$ cat src/rtl/noc_pkg.sv
// Shared types for the link scheduler: flit type encodings and scheduler states.
package noc_pkg;

  typedef enum logic [1:0] {
    HEADTAIL = 2'b00,
    HEAD     = 2'b01,
    BODY     = 2'b10,
    TAIL     = 2'b11
  } flit_type_e;

  typedef enum logic {
    IDLE   = 1'b0,
    LOCKED = 1'b1
  } sched_state_e;

  function automatic logic opens_packet(input logic [1:0] t);
    return (t == HEAD) || (t == HEADTAIL);
  endfunction

endpackage

$ cat src/rtl/rr_arbiter.sv
// Combinational round-robin arbiter: grants the first requester after ptr, wrapping N-1 -> 0.
module rr_arbiter #(
  parameter int N  = 5,
  parameter int PW = (N > 1) ? $clog2(N) : 1
) (
  input  logic [N-1:0]  req,
  input  logic [PW-1:0] ptr,
  output logic [N-1:0]  gnt
);

  int   idx;
  logic found;

  always_comb begin
    gnt   = '0;
    found = 1'b0;
    idx   = 0;
    for (int k = 1; k <= N; k++) begin
      idx = (int'(ptr) + k) % N;
      if (!found && req[idx]) begin
        gnt[idx] = 1'b1;
        found    = 1'b1;
      end
    end
  end

endmodule

$ cat src/rtl/vc_link_scheduler.sv
// Shares one router link between VC+1 virtual-channel planes: round-robin packet
// arbitration, wormhole lock from head to tail, optional per-plane credit gating.
module vc_link_scheduler
  import noc_pkg::*;
#(
  parameter int VC           = 4,
  parameter int TYPE_WIDTH   = 2,
  parameter int FIFO_DEPTH   = 32,
  parameter int FLOW_CONTROL = 0
) (
  input  logic                       clk,
  input  logic                       rst,
  input  logic [VC:0]                plane_valid,
  input  logic [VC:0][TYPE_WIDTH-1:0] plane_type,
  output logic [VC:0]                plane_ready,
  output logic                       link_valid,
  input  logic                       link_ready,
  input  logic [VC:0]                credit_return,
  output logic [VC:0]                VCPlaneSelector,
  output logic                       locked,
  output logic                       proto_err
);

  localparam int N  = VC + 1;
  localparam int PW = (N > 1) ? $clog2(N) : 1;
  localparam int CW = $clog2(FIFO_DEPTH + 1);

  sched_state_e  state, state_nxt;
  logic [PW-1:0] rr_ptr, lock_id, gnt_id, sel_id;
  logic [N-1:0]  credit_ok, credit_over, eligible, stray, gnt;
  logic [1:0]    sel_type;
  logic          xfer, err_now;

  for (genvar i = 0; i < N; i++) begin : g_plane
    logic [CW-1:0] credit;
    logic          inc, dec;

    assign inc = credit_return[i];
    assign dec = plane_ready[i];

    // A return and a send in the same cycle cancel; increments saturate at full depth.
    always_ff @(posedge clk or negedge rst) begin
      if (!rst)                                            credit <= CW'(FIFO_DEPTH);
      else if (inc && !dec && credit != CW'(FIFO_DEPTH))   credit <= credit + CW'(1);
      else if (dec && !inc)                                credit <= credit - CW'(1);
    end

    assign credit_ok[i]   = (FLOW_CONTROL == 0) || (credit != '0);
    assign credit_over[i] = (FLOW_CONTROL != 0) && inc && !dec && (credit == CW'(FIFO_DEPTH));
    assign eligible[i]    = plane_valid[i] && credit_ok[i] && opens_packet(plane_type[i][1:0]);
    assign stray[i]       = plane_valid[i] && !opens_packet(plane_type[i][1:0]);
  end

  rr_arbiter #(.N(N), .PW(PW)) u_arb (
    .req (eligible),
    .ptr (rr_ptr),
    .gnt (gnt)
  );

  always_comb begin
    gnt_id = '0;
    for (int i = 0; i < N; i++) if (gnt[i]) gnt_id = PW'(i);
  end

  always_comb begin
    state_nxt       = state;
    VCPlaneSelector = '0;
    link_valid      = 1'b0;
    sel_id          = lock_id;
    if (state == IDLE) begin
      VCPlaneSelector = gnt;
      link_valid      = |gnt;
      sel_id          = gnt_id;
    end else begin
      VCPlaneSelector[lock_id] = 1'b1;
      link_valid               = plane_valid[lock_id];
    end
    // Grant outputs are forced idle while reset is held.
    if (!rst) begin
      VCPlaneSelector = '0;
      link_valid      = 1'b0;
    end
    sel_type = plane_type[sel_id][1:0];
    xfer     = link_valid && link_ready && credit_ok[sel_id];
    if (xfer) begin
      if (state == IDLE && sel_type == HEAD)        state_nxt = LOCKED;
      else if (state == LOCKED && sel_type == TAIL) state_nxt = IDLE;
    end
    plane_ready = VCPlaneSelector & {N{xfer}};
  end

  assign err_now = ((state == IDLE) && (|stray)) ||
                   ((state == LOCKED) && xfer && opens_packet(sel_type)) ||
                   (|credit_over);

  always_ff @(posedge clk or negedge rst) begin
    if (!rst) begin
      state     <= IDLE;
      rr_ptr    <= PW'(VC);
      lock_id   <= '0;
      proto_err <= 1'b0;
    end else begin
      state <= state_nxt;
      if (xfer && state == IDLE && sel_type == HEAD)      lock_id <= sel_id;
      if (xfer && state == IDLE && sel_type == HEADTAIL)  rr_ptr  <= sel_id;
      if (xfer && state == LOCKED && sel_type == TAIL)    rr_ptr  <= lock_id;
      if (err_now)                                        proto_err <= 1'b1;
    end
  end

  assign locked = (state == LOCKED);

endmodule
$ cat config.mk
export PLATFORM = sky130hd
export DESIGN_NAME = vc_link_scheduler
export DESIGN_NICKNAME = d
export VERILOG_FILES = /design/src/rtl/noc_pkg.sv /design/src/rtl/rr_arbiter.sv /design/src/rtl/vc_link_scheduler.sv
export SDC_FILE = /design/constraint.sdc
export NUM_CORES = 1
export LEC_CHECK = 0
export CORE_MARGIN = 5
export CORE_UTILIZATION = 25
export DETAILED_ROUTE_END_ITERATION = 12
export PLACE_DENSITY = 0.38
export SYNTH_ARGS = -nofsm -noshare
export SYNTH_HDL_FRONTEND = slang
export SYNTH_SLANG_ARGS = --single-unit
$ cat constraint.sdc
create_clock -name clk -period 9.19 [get_ports clk]
set_input_delay 1.838 -clock clk [delete_from_list [all_inputs] [get_ports clk]]
set_output_delay 1.838 -clock clk [all_outputs]
set_load 0.01 [all_outputs]
Word-level counts from Yosys, hierarchy flattened
Memories as Yosys holds them, arrays and structs flattened.
Cells that the tools add are included.
- bits in read-only memories: 8
- output and inout bits: 13
- input port bits: 23
- memories kept: 1
- memory bits (writable): 0
- bits in registers: 8
- latch bits: 0
- div/mod/pow operators: 5
- reductions and logical operators: 58
- bitwise logic cells: 6
- equal/unequal tests: 7
- $mul: 0
- shift-type cells: 0
- muxes and demuxes: 54
- magnitude comparators: 13
- $add $sub $neg: 5
- memory list (name ; words ; bits a word ; read ports ; clocked after memory_dff ; write ports ; RTL line ; source):
    (no name shown) ; 8 ; 1 ; 1 ; 0 ; 0 ; vc_link_scheduler.sv:84 ; xfer = link_valid && link_ready && credit_ok[sel_id];
- operators by type and width (kind ; count):
    $ge A32 B1 Y1 const B ; 5
    $lt A32 B5 Y1 const B ; 5
    $mod A32 B4 Y32 const B ; 5
    $mux W5 ; 7
    $logic_and A1 B1 Y1 ; 31
    $mux W1 ; 27
    $or A5 B5 Y5 ; 4
    $bmux W1 S3 ; 6
    $demux W1 S3 ; 6
    $mux W3 ; 6
    $eq A2 B1 Y1 const B ; 6
    $logic_not A2 Y1 ; 6
    $reduce_or A5 Y1 ; 2
    $logic_not A1 Y1 ; 9
    $add A3 B2 Y4 const B ; 2
    $add A3 B3 Y4 const B ; 2
    $lt A3 B4 Y1 const B ; 2
    $logic_or A1 B1 Y1 ; 7
    $bmux W2 S3 ; 1
    $and A5 B5 Y5 ; 1
    $add A3 B1 Y4 const B ; 1
    $reduce_bool A2 Y1 ; 2
    $ge A3 B1 Y1 const B ; 1
    $eq A2 B2 Y1 const B ; 1
    3 further kinds ; 3

Depth between registers and ports, before layout
Gate-level depths: netlist (run 1).
- depth after elaboration: 31
- gate-level depth with buffers: 27

Cells and area by module
From an unflattened synthesis (run 1), not the netlist that was laid out.
- cells, all modules: 493
- area total of the unflattened synthesis: 3644.7 µm²
- modules (own cells, without submodules) (module ; cells an instance ; times used ; seq. area each (µm²) ; area an instance (µm²)):
    rr_arbiter ; 390 ; 1 ; 0.0 ; 2783.9
    vc_link_scheduler ; 103 ; 1 ; 201.4 ; 860.8

Least setup slack after synthesis (run 1)
No wires, ideal clock.
- path kind: register to output
- start: register rr_ptr[0]
- end: output port plane_ready[4]
- data arrival time: 5.794 ns
- path buffers: 5
- cell stages (with the launch flop): 25
- setup slack: 1.558 ns
- path through: dfrtp_1 -> buf_6 -> clkinv_1 -> clkbuf_1 -> clkbuf_1 -> ha_1 -> buf_2 -> buf_1 -> inv_1 -> ha_1 -> nor2_1 -> a211o_1 -> nand2_1 -> ha_1 -> inv_1 -> o22ai_1 -> o22ai_4 -> mux2_1 -> o221a_2 -> o2bb2ai_2 -> nor2b_4 -> a211o_1 -> a21boi_0 -> and3_1 -> nor2b_1
- elaborated cells between the ends (all ways): 86
- RTL lines (item ; RTL line ; source):
    start: declaration ; vc_link_scheduler.sv:29 ; logic [PW-1:0] rr_ptr, lock_id, gnt_id, sel_id;
    start signal: assignment ; vc_link_scheduler.sv:99 ; rr_ptr <= PW'(VC);
    start signal: assignment ; vc_link_scheduler.sv:105 ; if (xfer && state == IDLE && sel_type == HEADTAIL) rr_ptr <= sel_id;
    start signal: assignment ; vc_link_scheduler.sv:106 ; if (xfer && state == LOCKED && sel_type == TAIL) rr_ptr <= lock_id;
    parallel branches: the longest is 17 deep, another holds $mod A32 B4 Y32 ; -- ;
    $mux W5 (*) ; rr_arbiter.sv:20 ; if (!found && req[idx]) begin
    $mux W5 (*) ; vc_link_scheduler.sv:70 ; if (state == IDLE) begin
    $mux W5 (*) ; vc_link_scheduler.sv:79 ; if (!rst) begin
    via VCPlaneSelector[4] ; vc_link_scheduler.sv:19 ; output logic [VC:0] VCPlaneSelector,
    $and A5 B5 Y5 (*) ; vc_link_scheduler.sv:89 ; plane_ready = VCPlaneSelector & {N{xfer}};
    end: declaration ; vc_link_scheduler.sv:15 ; output logic [VC:0] plane_ready,
Mark *: on every way through the listed nets, which the timed path passes. The select of a mux whose other input is x is not followed.

Worst setup path in the final report (run 1)
- start: register rr_ptr[2]
- end: output port plane_ready[0]
- longest elaborated chain between the ends: 27
- elaborated cells between the ends (all ways): 86
- RTL lines (item ; RTL line ; source):
    parallel branches: the longest is 17 deep, another holds $mod A32 B4 Y32 ; -- ;
    $mux W5 (*) ; rr_arbiter.sv:20 ;
    $mux W1 ; vc_link_scheduler.sv:62 ; for (int i = 0; i < N; i++) if (gnt[i]) gnt_id = PW'(i);
    $mux W3 (3 in series) ; vc_link_scheduler.sv:62 ;
    $mux W3 ; vc_link_scheduler.sv:70 ;
    $mem_v2 Z8 W1 ; -- ;
    $mux W1 (implied by the code) ; vc_link_scheduler.sv:84 ;
    $logic_and A1 B1 Y1 ; vc_link_scheduler.sv:84 ;
    $and A5 B5 Y5 (*) ; vc_link_scheduler.sv:89 ;
Mark *: on every way between the ends. The select of a mux whose other input is x is not followed.

==> results of run 1 <==
[cells by family after synthesis]
group	share of synthesized area, %
AOI/OAI and AO/OA	35.99
xor gates and xnor gates	2.707
adders and majority gates	12.86
buffers and inverters	6.924
DFF	5.659
muxes	7.768
and+or+nand+nor	28.08
[state kept, by name, indices dropped and copies added, names as in the netlist]
signal,cells
rr_ptr,3
proto_err,1
locked,1
lock_id,3
[metrics by stage]
stage,hold slack (ps),utilization (%),std cells,setup WS [ps]
finish,491.8,29.60,675,819.6
global route,545.6,29.60,675,319.6
CTS,504.7,29.60,675,876.2
detailed placement,496.5,29.03,671,1134
global placement,485.9,29.03,671,1133
floorplan,512.0,-,474,1558
[area by class of cell]
cell class | instances | area (µm²) | share of cell area (%)
inverters | 30 | 115.1 | 2.791
repair buffers | 42 | 390.4 | 9.466
well taps | 180 | 225.2 | 5.461
multi-input cells | 411 | 3112 | 75.45
clock buffers | 4 | 78.83 | 1.911
flip-flops and latches | 8 | 202.7 | 4.915
[worst max path at each step]
stage	from	endpoint	slack (ps)	depth (start not counted)
after floorplan	rr_ptr[0]	plane_ready[4]	1560	24
after CTS	rr_ptr[2]	plane_ready[0]	880	19
final	rr_ptr[2]	plane_ready[0]	820	19
after global routing	rr_ptr[2]	plane_ready[2]	320	19
after detailed placement	rr_ptr[2]	plane_ready[0]	1130	19
after global placement	rr_ptr[0]	plane_ready[0]	1130	23
[tightest hold or removal path, cell delays in order, from the launching register on]
cell and delay, ps:
dfrtp_1 340, nor2_1 50, o21ai_0 60
[metal layers]
metal  wire length [µm]  track usage, %  part of all wire (%)
met5                  0               0                     0
met4                213           3.582                   1.7
met3                552           1.113                   4.3
met2               5826           24.21                    45
met1               6316           22.78                    49
[cells in the final DEF (no fill, tap or decap), types with 6 or more instances in the layout]
master / instances
a211oi_1: 8
inv_1: 24
nor3_1: 12
clkdlybuf4s50_1: 30
ha_1: 35
a22oi_1: 6
o211a_1: 6
o211ai_1: 7
nand2_1: 40
o21ai_0: 25
o22ai_1: 9
nand3_1: 20
xnor2_1: 6
buf_4: 12
nand2b_1: 21
a21oi_1: 25
nor2_1: 21
dfrtp_1: 6
mux2_2: 7
o21a_1: 6
nor2b_1: 10
mux2i_1: 13
and2_1: 7
==> flow_summary.ini, run 1 <==
[clock_network]
clock-sinks = 8
cts_setup_buffers = 0
cts_tree = yes
clk_latency_ps = 240
cts-root-buf = clkbuf_16
cts_resized = 0
numCtsBuffers = 3
cts_max_level = 1
clkSlewWorstSetupHoldPaths_ps = 40
cts.path.max_buffers = 2
hold_buffers = 0

[grt]
first_global_vias = 3742
grt.total_usage_pct = 15.36
grt_max_degree = 51
grt_pass1_wl_um = 20730
antenna_found_initial = 0
grt_overflow = 0

[timing]
fin_crit_sh_pct = 91.08
fin_skew_ps = 6.964
fmaxAchievable_mhz = 119.5
final-setup-viol-count = 0
slew_viol_final = 0
rsz0062_at_grt = no
hold_violations = 0
fin_tns_setup_ps = 0
worst_slew_pin_slew_ps = 692.0
finalCriticalPeriod_ps = 8370
relSlewSlack_pct = 53.72

[synthesis]
yosysTopAreaCell = ha_1
yosys-top-cells-area = ha_1 12%, dfrtp_1 4.9%, nand2_1 4.2%
syn_nets = 533
synth_warnings = 0
synth_common_cells = 40 x nand2_1, 35 x ha_1, 25 x a21oi_1, 25 x o21ai_0, 24 x inv_1
synth.distinct_cells = 96
syn_area_mm2 = 0.003560
async_flop_share_pct = 100.0
ys_seq_area_share_pct = 5.659
synth_flop_cell = dfrtp_1
syn_avg_cell_area_um2 = 7.510
synthCells = 474
synth_seq_cells = 8
synth_edf_count = 0
yosysMostFrequentCell = nand2_1
yosys.area.top_type_share_pct = 12.30

[worst_setup_path]
worstSetupStartpointType = flop
path_max_fanout = 12
crit-reg2reg-launch = rr_ptr[2]
endpoint_kind = output pin
crit_required_ps = 7350
critPathBufInv = 2
reg2reg_slack_ps = 2710
path_delay_family = compound AO/OA/AOI/OAI gates
crit_chain = inv_2 > ha_1 > nor3_1 > nand2b_1 > xnor2_1 > ha_1 > fa_1 > a21boi_0 > o21ai_0 > nand3_1 > a22o_1 > o2111ai_1 > nor4_1 > a311oi_2 > nand3b_1 > o311ai_1 > nand2b_1 > nor2b_1 > clkdlybuf4s50_1
slowest_delay_ps = 630
r2r_cells = 19
cp.arrival_ps = 6530
slowest_stage = o311ai_1
crit_type = reg -> out
rr_endpoint = rr_ptr[1]

[final_layout]
stdcell_area_mm2 = 0.004124
antenna_cells = 0
area_growth_pct = 15.85
drive_gt1_share_pct = 12.93
final_net_count = 555
n_fill_cell = 1535

[placement]
portBuffers = 30
gp_congestion = 0.8490
dp_hpwl_um = 10030
placed_cell_area_mm2 = 0.004045

[detailed_routing]
viasPerCell = 5.680
drc = 0
num_vias = 3834
ant_nets = 0
wl_per_cell_um = 19.12
drt-pass1-iter-count = 5
drt_iter0_drc = 358
wirelength_um = 12910

[job]
drv_cap = 0

[floorplanning]
start_util_pct = 25.55
die_area_mm2 = 0.01673
fp-row-count = 43
die_w_um = 129.3
coreArea_mm2 = 0.01393
ios = 36
fp.dieH_um = 129.3

[hold_path]
hold_class = reg -> reg
whs_endpoint = proto_err
hold_start = proto_err
hold_depth = 2

[run_status]
status = complete, no violations
Power of run 1 is left out: the tool's default activity adds up to more than one toggle a clock period on the data nets, which glitch-free logic cannot reach.
==> run 2, diff against run 1 <==
--- a/config.mk
+++ b/config.mk
@@ -6,9 +6,9 @@
 export NUM_CORES = 1
 export LEC_CHECK = 0
 export CORE_MARGIN = 5
-export CORE_UTILIZATION = 25
+export CORE_UTILIZATION = 40
 export DETAILED_ROUTE_END_ITERATION = 12
-export PLACE_DENSITY = 0.38
+export PLACE_DENSITY = 0.56
 export SYNTH_ARGS = -nofsm -noshare
 export SYNTH_HDL_FRONTEND = slang
 export SYNTH_SLANG_ARGS = --single-unit
==> flow_summary.ini, run 2 (synthesis gave the netlist of run 1 again) <==
[clock_network]
cts_resized = 0
clkSlewWorstSetupHoldPaths_ps = 50
hold_buffers = 0
cts_max_level = 1
cts.path.max_buffers = 2
clk_latency_ps = 230
cts_tree = yes
cts-root-buf = clkbuf_8
numCtsBuffers = 3
cts_setup_buffers = 0
clock-sinks = 8

[run_status]
status = complete, no violations

[floorplanning]
die_area_mm2 = 0.01089
die_w_um = 104.3
ios = 36
fp-row-count = 34
start_util_pct = 41.02
fp.dieH_um = 104.3
coreArea_mm2 = 0.008678

[final_layout]
layout_commonest_cell = nand2_1
area_growth_pct = 11.53
final_net_count = 551
antenna_cells = 0
drive_gt1_share_pct = 12.22
final_cell_mix = 40 x nand2_1, 35 x ha_1, 30 x clkdlybuf4s50_1, 25 x o21ai_0, 25 x a21oi_1
reg_top3 = lock_id x3, rr_ptr x3
n_fill_cell = 883

[grt]
grt_overflow = 0
grt_pass1_wl_um = 17950
grt.total_usage_pct = 19.14
first_global_vias = 3518
grt_max_degree = 36
antenna_found_initial = 0

[detailed_routing]
ant_nets = 0
viasPerCell = 6.250
drt-pass1-iter-count = 5
drc = 0
num_vias = 3744
drt_iter0_drc = 282
wirelength_um = 10880
wl_per_cell_um = 18.16

[hold_path]
hold_class = reg -> reg

[worst_setup_path]
cp.arrival_ps = 6930
worstSetupStartpointType = flop
crit_type = reg -> out
path_max_fanout = 19
critPathBufInv = 2
endpoint_kind = output pin
crit_required_ps = 7350
crit_chain = inv_2 > ha_1 > nor3_1 > nand2b_1 > xnor2_1 > ha_1 > fa_1 > a21boi_0 > o21ai_0 > nand3_1 > a22o_1 > o2111ai_1 > nor4_1 > a311oi_2 > nand3b_1 > o311ai_1 > nand2b_1 > nor2b_1 > clkdlybuf4s50_1
path_delay_family = compound AO/OA/AOI/OAI gates
slowest_delay_ps = 860
slowest_stage = dfstp_2

[timing]
fmaxAchievable_mhz = 114.0
hold_violations = 0
rsz0062_at_grt = no
fin_skew_ps = 10.40
fin_crit_sh_pct = 95.44
worst_slew_pin_slew_ps = 627.0
finalCriticalPeriod_ps = 8771
slew_viol_final = 0
final-setup-viol-count = 0
fin_tns_setup_ps = 0
relSlewSlack_pct = 57.54

[placement]
gp_congestion = 0.8894
portBuffers = 30
dp_hpwl_um = 8466

[job]
drv_cap = 0
[run 2: cell count changes in the layout (fill, tap and decap cells not counted)]
cell,previous run,this run
buf_4,12,8
clkbuf_16,3,0
clkbuf_8,0,3
[run 2: final cells by class]
| cell class | count | area, µm² | share of cell area [%] |
|---|---|---|---|
| multi-input combinational | 411 | 3112 | 78.38 |
| timing repair buffer | 38 | 360.3 | 9.077 |
| sequential | 8 | 202.7 | 5.106 |
| tap | 108 | 135.1 | 3.404 |
| inverter | 30 | 115.1 | 2.899 |
| clock buffer | 4 | 45.04 | 1.135 |
[run 2: worst paths after layout]
kind,endpoint,depth (start not counted),slack (ps),startpoint
max,plane_ready[4],19,420,rr_ptr[2]
min,proto_err,2,490,proto_err
max reg2reg,rr_ptr[0],19,2320,rr_ptr[2]
min reg2reg,proto_err,2,490,proto_err
max in group asynchronous,rr_ptr[0],1,6750,rst
min in group asynchronous,proto_err,1,2000,rst
[run 2: per-stage QoR]
stage	std cells	hold WS [ps]	util, %	worst slack, ps	cell area, µm²
4_1_cts	599	493.5	45.73	524.7	3969
5_1_grt	599	505.3	45.75	54.81	3970
3_3_place_gp	595	498.1	45.21	850.7	3924
3_5_place_dp	595	484.3	45.21	782.4	3924
2_1_floorplan	474	512.0	-	1558	3560
6_report	599	490.5	45.75	419.1	3970
[run 2: worst min-delay path, stage by stage, from the launching register on]
cell	delay (ps)
dfrtp_1	340
nor2_1	50
o21ai_0	70
[run 2: metal layers]
metal,GRT usage [%],up-vias,wire length [µm]
met1,26.74,1771,4952
met2,32.44,115,5223
li1,-,1846,-
met4,3.515,0,152
met5,0,-,0
met3,1.304,12,551
Power of run 2 is left out for the same reason.
